<file path="config.mk">
export PLATFORM = sky130hd
export DESIGN_NAME = jk_cmd_seq
export DESIGN_NICKNAME = d
export VERILOG_FILES = /design/src/rtl/jk_pkg.sv /design/src/rtl/jk_cmd_fifo.sv /design/src/rtl/jk_cmd_seq.sv
export SDC_FILE = /design/constraint.sdc
export NUM_CORES = 1
export LEC_CHECK = 0
export BUFFER_PORTS_ARGS = -buffer_cell sky130_fd_sc_hd__clkbuf_2
export CORE_UTILIZATION = 30
export DETAILED_ROUTE_END_ITERATION = 10
export GPL_TIMING_DRIVEN = 0
export PLACE_DENSITY = 0.58
export SYNTH_ARGS = -nofsm -noshare
export SYNTH_HDL_FRONTEND = slang
export SYNTH_SLANG_ARGS = --single-unit
export TNS_END_PERCENT = 30
</file>
<file path="constraint.sdc">
create_clock -name clk -period 2.7 [get_ports clk]
set_input_delay 0.135 -clock clk [delete_from_list [all_inputs] [get_ports clk]]
set_output_delay 0.135 -clock clk [all_outputs]
set_load 0.005 [all_outputs]
</file>
<file path="src/rtl/jk_pkg.sv">
// Shared definitions for the jk_cmd_seq command sequencer: JK operation codes and FSM states.
package jk_pkg;

  localparam logic [1:0] JK_HOLD = 2'b00;
  localparam logic [1:0] JK_CLR  = 2'b01;
  localparam logic [1:0] JK_SET  = 2'b10;
  localparam logic [1:0] JK_TGL  = 2'b11;

  typedef enum logic {
    ST_IDLE  = 1'b0,
    ST_ISSUE = 1'b1
  } jk_state_e;

  // Next value of a JK flip-flop given its current value and the {j,k} pair.
  function automatic logic jk_next(input logic q, input logic [1:0] jk);
    logic r;
    r = q;
    case (jk)
      JK_CLR:  r = 1'b0;
      JK_SET:  r = 1'b1;
      JK_TGL:  r = ~q;
      default: r = q;
    endcase
    return r;
  endfunction

endpackage

</file>
<file path="src/rtl/jk_cmd_fifo.sv">
// Synchronous command FIFO with separate occupancy counter so full and empty are distinct.
module jk_cmd_fifo #(
  parameter int DEPTH = 4,
  parameter int WIDTH = 2
) (
  input  logic                     clk,
  input  logic                     reset,
  input  logic                     push,
  input  logic [WIDTH-1:0]         wr_data,
  input  logic                     pop,
  output logic [WIDTH-1:0]         rd_data,
  output logic                     full,
  output logic                     empty,
  output logic [$clog2(DEPTH):0]   level
);

  localparam int AW = $clog2(DEPTH);
  localparam int LW = AW + 1;

  logic [WIDTH-1:0] mem_q [DEPTH];
  logic [AW-1:0]    wr_ptr_q, wr_ptr_d;
  logic [AW-1:0]    rd_ptr_q, rd_ptr_d;
  logic [LW-1:0]    level_q, level_d;
  logic             do_push, do_pop;

  assign full    = (level_q == LW'(DEPTH));
  assign empty   = (level_q == '0);
  assign level   = level_q;
  // Head entry is read straight from the array so a pop can load it on the same edge.
  assign rd_data = mem_q[rd_ptr_q];

  assign do_push = push & ~full;
  assign do_pop  = pop & ~empty;

  always_comb begin
    wr_ptr_d = wr_ptr_q + AW'(do_push);
    rd_ptr_d = rd_ptr_q + AW'(do_pop);
    level_d  = level_q + LW'(do_push) - LW'(do_pop);
  end

  always_ff @(posedge clk or posedge reset) begin
    if (reset) begin
      wr_ptr_q <= '0;
      rd_ptr_q <= '0;
      level_q  <= '0;
    end else begin
      wr_ptr_q <= wr_ptr_d;
      rd_ptr_q <= rd_ptr_d;
      level_q  <= level_d;
    end
  end

  always_ff @(posedge clk) begin
    if (do_push) mem_q[wr_ptr_q] <= wr_data;
  end

endmodule

</file>
<file path="src/rtl/jk_cmd_seq.sv">
// JK command sequencer: buffers {op,rpt} commands and drives registered j/k one op per clock.
// Define JK_CMD_SEQ_RPT_EN to honour cmd_rpt; otherwise every command issues exactly one cycle.
module jk_cmd_seq
  import jk_pkg::*;
#(
  parameter int DEPTH = 4,
  parameter int CNT_W = 4
) (
  input  logic                   clk,
  input  logic                   reset,
  input  logic                   cmd_valid,
  output logic                   cmd_ready,
  input  logic [1:0]             cmd_op,
  input  logic [CNT_W-1:0]       cmd_rpt,
  output logic                   j,
  output logic                   k,
  output logic                   busy,
  output logic                   q_model,
  output logic [$clog2(DEPTH):0] fifo_level
);

`ifdef JK_CMD_SEQ_RPT_EN
  localparam int ENT_W = 2 + CNT_W;
`else
  localparam int ENT_W = 2;
`endif

  logic [ENT_W-1:0] wr_data, rd_data;
  logic             fifo_full, fifo_empty, pop;
  logic [1:0]       rd_op;
  logic             take;

  jk_state_e state_q, state_d;
  logic      j_q, j_d, k_q, k_d, busy_q, busy_d, q_model_q, q_model_d;

`ifdef JK_CMD_SEQ_RPT_EN
  logic [CNT_W-1:0] cnt_q, cnt_d;
  logic [CNT_W-1:0] rd_cnt;
  assign wr_data = {cmd_op, cmd_rpt};
  assign rd_cnt  = rd_data[CNT_W-1:0];
`else
  logic unused_rpt;
  assign unused_rpt = ^cmd_rpt;
  assign wr_data    = cmd_op;
`endif

  assign rd_op = rd_data[ENT_W-1 -: 2];

  jk_cmd_fifo #(
    .DEPTH (DEPTH),
    .WIDTH (ENT_W)
  ) u_fifo (
    .clk     (clk),
    .reset   (reset),
    .push    (cmd_valid),
    .wr_data (wr_data),
    .pop     (pop),
    .rd_data (rd_data),
    .full    (fifo_full),
    .empty   (fifo_empty),
    .level   (fifo_level)
  );

  assign cmd_ready = ~fifo_full;
  assign pop       = take;

  // A new command is taken when idle or when the current one issues its last cycle.
  always_comb begin
    take = 1'b0;
    if (!fifo_empty) begin
      if (state_q == ST_IDLE) begin
        take = 1'b1;
      end else begin
`ifdef JK_CMD_SEQ_RPT_EN
        take = (cnt_q == '0);
`else
        take = 1'b1;
`endif
      end
    end
  end

  always_comb begin
    state_d   = state_q;
    j_d       = j_q;
    k_d       = k_q;
    busy_d    = busy_q;
    q_model_d = jk_next(q_model_q, {j_q, k_q});
`ifdef JK_CMD_SEQ_RPT_EN
    cnt_d     = cnt_q;
`endif
    if (take) begin
      {j_d, k_d} = rd_op;
      busy_d     = 1'b1;
      state_d    = ST_ISSUE;
`ifdef JK_CMD_SEQ_RPT_EN
      cnt_d      = rd_cnt;
    end else if (state_q == ST_ISSUE && cnt_q != '0) begin
      cnt_d      = cnt_q - CNT_W'(1);
`endif
    end else begin
      {j_d, k_d} = JK_HOLD;
      busy_d     = 1'b0;
      state_d    = ST_IDLE;
    end
  end

  always_ff @(posedge clk or posedge reset) begin
    if (reset) begin
      state_q   <= ST_IDLE;
      j_q       <= 1'b0;
      k_q       <= 1'b0;
      busy_q    <= 1'b0;
      q_model_q <= 1'b0;
`ifdef JK_CMD_SEQ_RPT_EN
      cnt_q     <= '0;
`endif
    end else begin
      state_q   <= state_d;
      j_q       <= j_d;
      k_q       <= k_d;
      busy_q    <= busy_d;
      q_model_q <= q_model_d;
`ifdef JK_CMD_SEQ_RPT_EN
      cnt_q     <= cnt_d;
`endif
    end
  end

  assign j       = j_q;
  assign k       = k_q;
  assign busy    = busy_q;
  assign q_model = q_model_q;

endmodule

</file>
==> impl_metrics.ini, run 1 <==
[placed_design]
dpl_worst_slack_ps = 480
dp_hpwl_um = 818
gp_congestion = 0.632
port_buffers = 12

[floorplan]
die_w_um = 53.0
die-area_mm2 = 0.00281
fp-row-count = 18
initial_utilization_pct = 31.5
io_pins = 17
die_h_um = 53.0
core_mm2 = 0.00248

[synth]
synth_compound_area_share_pct = 0.641
netlist_instances = 47
dominantRegCellSynth = dfrtp_1
synth-simple-area-share_pct = 10.3
yosys-mux-area-fraction_pct = 6.73
yosys.area.top_type_share_pct = 35.3
yosys_warnings = 0
synth_cell_types = 17
synth_top_family_by_area = simple AND/OR/NAND/NOR gates
synth_fa_ha_area_share_pct = 8.97
syn_area_per_cell_um2 = 16.6
synth_xor_area_share_pct = 4.49
ys_seq_area_share_pct = 66.0
yosysTopAreaCell = dfrtp_1
postSynthRegisterBits = 19
synth_most_common_cell = dfrtp_1
synth_edf_count = 8
synth_nets = 61
synth_commonest_cells = 11 x dfrtp_1, 8 x edfxtp_1, 6 x inv_1
synthArstFlopShare_pct = 57.9
syn_area_um2 = 781
yosys-top-cells-area = dfrtp_1 35%, edfxtp_1 31%, mux4_1 6.7%

[route]
routed_wl_mm = 1.06
drtIter0Drc = 4
vias = 407
drt_first_pass_iters = 3
wl_per_cell_um = 11.2
ant_nets = 0
drc = 0
via_per_inst = 4.33

[sta]
setup_violations = 0
slew_headroom_pct = 61.9
timing.final.ws_setup_ps = 473
whs_ps = 54.5
min_period_ps = 2230
fin_tns_setup_ps = 0
period_share_pct = 82.5
fin_skew_ps = 1.36
tightest_slew_ps = 564
max_freq_ghz = 0.449
rsz0062_at_grt = no
slew_viol_final = 0
finalHoldViolations = 0

[clock_network]
clkTransAtPathRegs_ps = 100
clock_path_buffers = 2
cts-resized-gates = 0
cts_tree = done
clockRootBuffer = clkbuf_4
cts_max_level = 1
cts.sinks = 19
cts_setup_buffers = 0
clk_latency_ps = 290
cts_inserted_buffers = 3
hold_buffers = 1

[grt]
antenna_found_initial = 0
grt_pass1_wl_mm = 1.73
grt_pass1_vias = 422
grt_usage_pct = 9.38
grt-ovfl-total = 0
grt_start_max_net_pins = 12

[cells_and_area]
drive_gt1_share_pct = 25.0
fill_cells = 246
area.growth.synth_to_final_pct = 17.1
n_antenna_cell = 0
nets = 79

[power_and_ir_drop]
p_total_mw = 0.981
ir_drop_uv = 526
p_leak_nw = 0.400
p_per_area_mw_per_mm2 = 1070

[worst_setup_path]
path_class = reg -> reg
cpPeakStageDelay_ps = 470
critPathCaptureType = flip-flop
arrival_ps = 2410
crit_slowest_cell = or3_1
critPathMaxFanout = 5
critical_path_required_ps = 2890
cpMostUsedCell = ha_1
path_cells = or3_1 > ha_1 > inv_1 > ha_1 > fa_1 > xor2_1 > xnor2_1
start_kind = flip-flop

[run_status]
status = finished, final reports clean

[worst_hold_path]
hp-class = in -> reg

[flow_run]
maxCapViolations = 0
==> layout by cell type, fill, tap and decap left out <==
cell type / n
mux4_1: 2
fa_1: 1
clkbuf_1: 1
nor4b_1: 1
ha_1: 4
dfrtp_1: 11
edfxtp_1: 8
nor2b_1: 1
clkbuf_4: 3
and4b_1: 1
clkbuf_2: 12
nor4bb_1: 2
xor2_1: 3
inv_1: 6
and2_1: 2
a21oi_1: 1
or3_1: 1
xnor2_1: 1
dlygate4sd3_1: 1
nor3b_2: 1
nor2_1: 1
==> per-layer routing <==
| metal | GRT usage [%] | vias up | wire length (um) |
|---|---|---|---|
| met2 | 15.0 | 11 | 507 |
| met4 | 3.95 | 0 | 12 |
| met5 | 0 | - | 0 |
| met3 | 5.17 | 2 | 59 |
| met1 | 10.2 | 193 | 475 |
| li1 | - | 201 | - |
==> worst paths after layout <==
check	from	end	slack (ps)	cells past startpoint
min in group asynchronous	reset	busy	350	3
setup reg to reg	u_fifo.level[2]	u_fifo.level[2]	470	7
hold / removal	cmd_op[1]	u_fifo.mem_q[0][1]	50	1
setup / recovery	u_fifo.level[2]	u_fifo.level[2]	470	7
max in group asynchronous	reset	u_fifo.wr_ptr_q[1]	2060	3
hold reg to reg	k	q_model	440	1
==> cell type report <==
cell class | count | area, um^2 | area share, %
multi-input combinational | 22 | 243 | 26.5
inverter | 6 | 22.5 | 2.46
clock buffer | 4 | 26.3 | 2.87
timing repair buffer | 13 | 70.1 | 7.66
tap | 30 | 37.5 | 4.10
sequential | 19 | 515 | 56.4
==> critical path: cells and delay by family (launching register included) <==
kind | cells | cell delay (ps)
and+or+nand+nor | 1 | 470
DFF | 1 | 430
adders and majority gates | 3 | 880
buffers and inverters | 1 | 40
xor gates and xnor gates | 2 | 290
==> cell families after synthesis <==
logic type | count (synthesis)
adder cells (fa/ha/maj) | 5
AO/OA/AOI/OAI | 1
buffers and inverters | 6
AND/OR/NAND/NOR | 10
multiplexers | 2
flip-flops | 19
XOR/XNOR | 4
==> flip-flops by register name, indices dropped and copies added (netlist names) <==
register,cells
busy,1
j,1
k,1
q_model,1
u_fifo.level,3
u_fifo.mem_q,8
u_fifo.rd_ptr_q,2
u_fifo.wr_ptr_q,2
==> where the power goes <==
part	total, mW	internal, mW	leakage, nW	switching [mW]
registers	0.502	0.419	0.200	0.0830
logic	0.338	0.186	0.185	0.152
clock network	0.141	0.0575	0.0150	0.0836
total	0.981	0.662	0.400	0.319
==> per-stage QoR <==
stage	utilization (%)	cells	cell area [um^2]
6_report	36.9	94	915
5_1_grt	36.9	94	915
4_1_cts	36.9	94	915
3_5_place_dp	35.5	89	878
3_3_place_gp	35.5	89	878
2_1_floorplan	-	47	781
(Power assumes the default switching activity.)
==> run 2: changes to the inputs <==
--- a/config.mk
+++ b/config.mk
@@ -9,7 +9,7 @@
 export CORE_UTILIZATION = 30
 export DETAILED_ROUTE_END_ITERATION = 10
 export GPL_TIMING_DRIVEN = 0
-export PLACE_DENSITY = 0.58
+export PLACE_DENSITY = 0.6
 export SYNTH_ARGS = -nofsm -noshare
 export SYNTH_HDL_FRONTEND = slang
 export SYNTH_SLANG_ARGS = --single-unit
==> constraint.sdc (replaced) <==
create_clock -name clk -period 1.8 [get_ports clk]
set_input_delay 0.09 -clock clk [delete_from_list [all_inputs] [get_ports clk]]
set_output_delay 0.09 -clock clk [all_outputs]
set_load 0.005 [all_outputs]
==> run 2 against run 1 <==
Net effect:
- core utilization is 3.2 points higher
- fmax grew 13%
- combinational power is 98% higher
- the run now ends with negative setup slack left
- setup slack worse by 640 ps
- count of clock-buffer cells in the layout is 1 lower
- largest power group unchanged
==> impl_metrics.ini, run 2 (synthesis gave the netlist of run 1 again) <==
[clock_network]
clock_path_buffers = 2
clkTransAtPathRegs_ps = 110
cts_inserted_buffers = 3
clk_latency_ps = 300
cts_tree = done
cts.sinks = 19
cts_max_level = 1
clockRootBuffer = clkbuf_4

[power_and_ir_drop]
seq_power_share_pct = 45.7
p_int_mw = 1.09
p_sw_mw = 0.528
p_total_mw = 1.62
p_leak_nw = 0.428
ir_drop_uv = 800
combPwrFrac_pct = 41.4
p_per_area_mw_per_mm2 = 1630
p_sw_share_pct = 32.7
power_frac_clock_pct = 12.9

[floorplan]
io_pins = 17
initial_utilization_pct = 31.5
die_h_um = 53.0
die_w_um = 53.0
fp-row-count = 18
core_mm2 = 0.00248
die-area_mm2 = 0.00281

[cells_and_area]
most-common-layout-cells = 12 x clkbuf_2, 11 x dfrtp_1, 8 x edfxtp_1
largest_reg_flops = 8
drive_gt1_share_pct = 37.7
nets = 84
largest-register = u_fifo.mem_q
n_antenna_cell = 0
layout_commonest_cell = clkbuf_2
area.growth.synth_to_final_pct = 27.4

[worst_setup_path]
r2r_slack_ps = -170
critPathCaptureType = flip-flop
arrival_ps = 2160
critical_path_required_ps = 1980
crit_path_start = u_fifo.level[2]
critPathMaxFanout = 2
start_kind = flip-flop
path_class = reg -> reg
r2r-start = u_fifo.level[2]

[grt]
grt_start_max_net_pins = 12
antenna_found_initial = 0
grt_usage_pct = 9.31
grt_pass1_wl_mm = 1.75
grt-ovfl-total = 0
grt_use_met1_pct = 9.62
grt_pass1_vias = 429
use_met2_pct = 15.4
busiest_layer = met2
use_met3_pct = 4.31

[worst_hold_path]
hp-class = in -> reg
min_from = cmd_op[0]

[sta]
max_freq_ghz = 0.507
tightest_slew_ps = 559
slew_headroom_pct = 62.2
fin_tns_setup_ps = -194
setup_violations = 2
fin_skew_ps = 8.46
finalHoldViolations = 0
min_period_ps = 1970
period_share_pct = 110
rsz0062_at_grt = yes
timing.final.ws_setup_ps = -172
slew_viol_final = 0

[route]
drtIter0Drc = 4
via_per_inst = 4.52
wl_per_cell_um = 11.0
routed_wl_mm = 1.09
drc = 0
drt_first_pass_iters = 4
ant_nets = 0
vias = 447

[placed_design]
dp_hpwl_um = 811
gp_congestion = 0.641
port_buffers = 12
dpl_worst_slack_ps = -250

[flow_run]
maxCapViolations = 0

[run_status]
status = finished with violations
violations = negative setup slack
run 2: path summary, 6_finish.rpt:
check,endpoint,cells after the start
min reg2reg,q_model,1
max in group asynchronous,u_fifo.rd_ptr_q[0],3
min in group asynchronous,u_fifo.level[0],3
min,u_fifo.mem_q[3][0],1
max reg2reg,u_fifo.level[2],7
max,u_fifo.level[2],7
run 2: timing repair:
action,in CTS,in global routing
hold buffers,2,0
setup buffers,4,0
hold endpoints to repair,15,0
resized for setup,0,1
setup endpoints to repair,2,2
pin swaps,5,1
run 2: per-stage QoR:
| step | instance area, um^2 | cells | utilization [%] | hold slack [ps] |
|---|---|---|---|---|
| after CTS | 988 | 99 | 39.9 | 1.24 |
| final | 995 | 99 | 40.2 | 10.8 |
| after global routing | 995 | 99 | 40.2 | 7.13 |
| after floorplan | 813 | 47 | - | -57.6 |
| after detailed placement | 911 | 89 | 36.8 | 95.0 |
| after global placement | 911 | 89 | 36.8 | 81.0 |
run 2: layout make-up:
type | instances | area, um^2
Fill cell | 247 | 1480
Sequential cell | 19 | 515
Multi-Input combinational cell | 22 | 282
Timing Repair Buffer | 18 | 110
Tap cell | 30 | 37.5
Clock buffer | 3 | 22.5
Inverter | 6 | 22.5
Clock inverter | 1 | 5.00
run 2: power groups by stage:
stage	logic [mW]	registers, mW	clock network, mW
after floorplan	0.410	0.751	0
after global placement	0.549	0.756	0
after detailed placement	0.578	0.766	0
after CTS	0.667	0.737	0.221
after global routing	0.776	0.765	0.232
final	0.669	0.739	0.209
run 2: routing by layer:
layer | routed length (um) | share of wire, % | vias to the layer above
met5 | 0 | 0 | -
met4 | 12 | 1.1 | 0
met3 | 62 | 5.7 | 2
met2 | 553 | 51 | 11
met1 | 464 | 43 | 222
li1 | - | - | 212
run 2: worst max-delay path, cell delays in order, from the launching register on:
cell and delay, ps:
dfrtp_1 410, or3_4 410, ha_4 270, inv_2 30, ha_4 140, fa_2 330
xor2_1 160, xnor2_1 120
==> run 3: changes to the inputs <==
--- a/config.mk
+++ b/config.mk
@@ -8,9 +8,11 @@
 export BUFFER_PORTS_ARGS = -buffer_cell sky130_fd_sc_hd__clkbuf_2
 export CORE_UTILIZATION = 30
 export DETAILED_ROUTE_END_ITERATION = 10
+export GPL_ROUTABILITY_DRIVEN = 0
 export GPL_TIMING_DRIVEN = 0
 export PLACE_DENSITY = 0.6
 export SYNTH_ARGS = -nofsm -noshare
 export SYNTH_HDL_FRONTEND = slang
+export SYNTH_HIERARCHICAL = 1
 export SYNTH_SLANG_ARGS = --single-unit
 export TNS_END_PERCENT = 30
==> run 3 against run 2 <==
Net effect:
- the flow still finishes with violations (negative setup slack)
- fmax up 0.57%
- clock skew up 3.6 ps
- clock power increased by 4%
- synthesized cell count rose by 17%
==> impl_metrics.ini, run 3 <==
[route]
drc = 0
vias = 527
wl_per_cell_um = 11.9
drt_first_pass_iters = 4
ant_nets = 0
via_per_inst = 4.75
drtIter0Drc = 8
routed_wl_mm = 1.32

[cells_and_area]
area.growth.synth_to_final_pct = 33.2
nets = 94
largest_reg_flops = 8
layout_commonest_cell = clkbuf_2
post-route-util_pct = 43.2
n_antenna_cell = 0
fill_cells = 246
instances_no_fill = 111
drive_gt1_share_pct = 45.7
most-common-layout-cells = 12 x clkbuf_2, 9 x dfrtp_1, 8 x edfxtp_1
largest-register = u_fifo/mem_q

[sta]
period_share_pct = 109
slew_viol_final = 0
fin_skew_ps = 12.0
setup_violations = 2
min_period_ps = 1960
max_freq_ghz = 0.510
timing.final.ws_setup_ps = -161
slew_headroom_pct = 65.0
tightest_slew_ps = 518
fin_tns_setup_ps = -275
finalHoldViolations = 0
rsz0062_at_grt = yes

[synth]
yosys-top-cells-area = dfrtp_1 33%, edfxtp_1 29%, mux4_2 5.5%
ys_seq_area_share_pct = 62.4
synth_most_common_cell = dfrtp_1
synth_nets = 67
synth_commonest_cells = 11 x dfrtp_1, 8 x edfxtp_1, 5 x inv_1
yosys.area.top_type_share_pct = 33.3
synth_cell_types = 23
postSynthRegisterBits = 19
synth_edf_count = 8
synthArstFlopShare_pct = 57.9
yosysTopAreaCell = dfrtp_1
syn_area_per_cell_um2 = 15.0
yosys_warnings = 6
syn_area_um2 = 826
netlist_instances = 55
dominantRegCellSynth = dfrtp_1

[clock_network]
cts.sinks = 19
clkTransAtPathRegs_ps = 110
cts_max_level = 1
cts_tree = done
clock_path_buffers = 2
clockRootBuffer = clkbuf_4
cts_inserted_buffers = 3
clk_latency_ps = 300

[worst_setup_path]
r2r_slack_ps = -160
arrival_ps = 2160
r2r-start = u_fifo/level[1]
reg2reg_to = u_fifo/level[2]
critical_path_required_ps = 2000
path_class = reg -> reg
path_cells = buf_6 > nor3_4 > inv_2 > nor4b_4 > nor4_2 > ha_2 > fa_2 > xor2_2 > xnor2_1
critPathCaptureType = flip-flop
r2r_cells = 9
crit_slowest_cell = dfrtp_1
critPathMaxFanout = 4
start_kind = flip-flop
cpPeakStageDelay_ps = 400

[placed_design]
dpl.cell_count = 97
port_buffers = 12
dpl_worst_slack_ps = -286
dp_hpwl_um = 920

[power_and_ir_drop]
p_leak_nw = 0.450
p_per_area_mw_per_mm2 = 1710
p_total_mw = 1.88
ir_drop_uv = 994

[grt]
antenna_found_initial = 0
grt_start_max_net_pins = 13
grt_usage_pct = 10.7
grt-ovfl-total = 0
grt_pass1_wl_mm = 2.14
grt_pass1_vias = 480

[floorplan]
fp-row-count = 18
die-area_mm2 = 0.00297
die_h_um = 54.5
initial_utilization_pct = 32.4
die_w_um = 54.5
core_mm2 = 0.00254
io_pins = 17

[run_status]
status = finished with violations
violations = negative setup slack

[flow_run]
maxCapViolations = 0

[worst_hold_path]
hp-class = in -> async
==> run 3: cell count changes in the layout (fill, tap and decap cells not counted), sizes merged, moves of 2 or more <==
| cell | delta |
|---|---|
| xnor2 | +2 |
| ha | -2 |
| buf | +4 |
| and2 | -2 |
| nor4 | +2 |
| nor2b | +2 |
==> run 3: logic make-up (layout without fill, tap and decap cells) <==
family | Yosys count | count (layout) | synth area share [%]
compound gates | 5 | 5 | 4.39
xor+xnor | 5 | 5 | 5.30
fa+ha+maj | 3 | 3 | 5.45
buf+inv | 6 | 32 | 2.88
flops | 19 | 19 | 62.4
mux | 2 | 2 | 5.45
simple gates | 15 | 15 | 14.1
==> run 3: how the worst max path moves through the flow <==
stage                    start         endpoint  slack, ps  cells past startpoint
5_1_grt        u_fifo/level[1]  u_fifo/level[2]       -280                      9
3_5_place_dp   u_fifo/level[0]  u_fifo/level[2]       -290                      8
3_3_place_gp   u_fifo/level[0]  u_fifo/level[2]       -270                      8
2_1_floorplan  u_fifo/level[0]  u_fifo/level[2]       -170                      8
4_1_cts        u_fifo/level[1]  u_fifo/level[2]       -250                      9
6_report       u_fifo/level[1]  u_fifo/level[2]       -160                      9
==> run 3: worst max-delay path: cells and delay by family (launching register included) <==
| family | cells | cell delay (ps) |
|---|---|---|
| adder cells (fa/ha/maj) | 2 | 550 |
| AND/OR/NAND/NOR | 3 | 430 |
| flip-flops | 1 | 400 |
| XOR/XNOR | 2 | 270 |
| buffers and inverters | 2 | 210 |
==> run 3: area by class of cell <==
cell class / count / area [um^2] / share of cell area (%)
Clock inverter: 1 / 7.51 / 0.683
Timing Repair Buffer: 22 / 146 / 13.3
Multi-Input combinational cell: 30 / 338 / 30.7
Buffer: 1 / 11.3 / 1.02
Clock buffer: 3 / 22.5 / 2.05
Tap cell: 30 / 37.5 / 3.41
Inverter: 5 / 18.8 / 1.71
Sequential cell: 19 / 518 / 47.1
==> run 3: power breakdown <==
part           switching (mW)  leakage [nW]  total, mW  internal, mW
logic                   0.404         0.238      0.896         0.492
registers               0.129         0.198      0.763         0.635
clock network           0.132        0.0139      0.217        0.0846
==> run 3: timing repair <==
action,4_1_cts,5_1_grt
buffers inserted,7,0
endpoints found under the hold margin,15,3
hold buffers,2,1
pin swaps,3,4
gates resized for setup,2,3
endpoints found under the setup margin,2,2
==> run 3: metrics by stage <==
step / hold slack, ps / cell area [um^2]
3_3_place_gp: -31.7 / 955
4_1_cts: 4.77 / 1070
5_1_grt: 226 / 1100
2_1_floorplan: -144 / 857
6_report: 212 / 1100
3_5_place_dp: -17.3 / 955
==> run 3: per-layer routing <==
metal	track usage, %	part of all wire, %	up-vias	routed length (um)
met1	12.9	45	263	601
met4	1.28	0	0	0
met2	17.7	50	12	660
li1	-	-	252	-
met3	5.00	4.5	0	60
met5	0	0	-	0
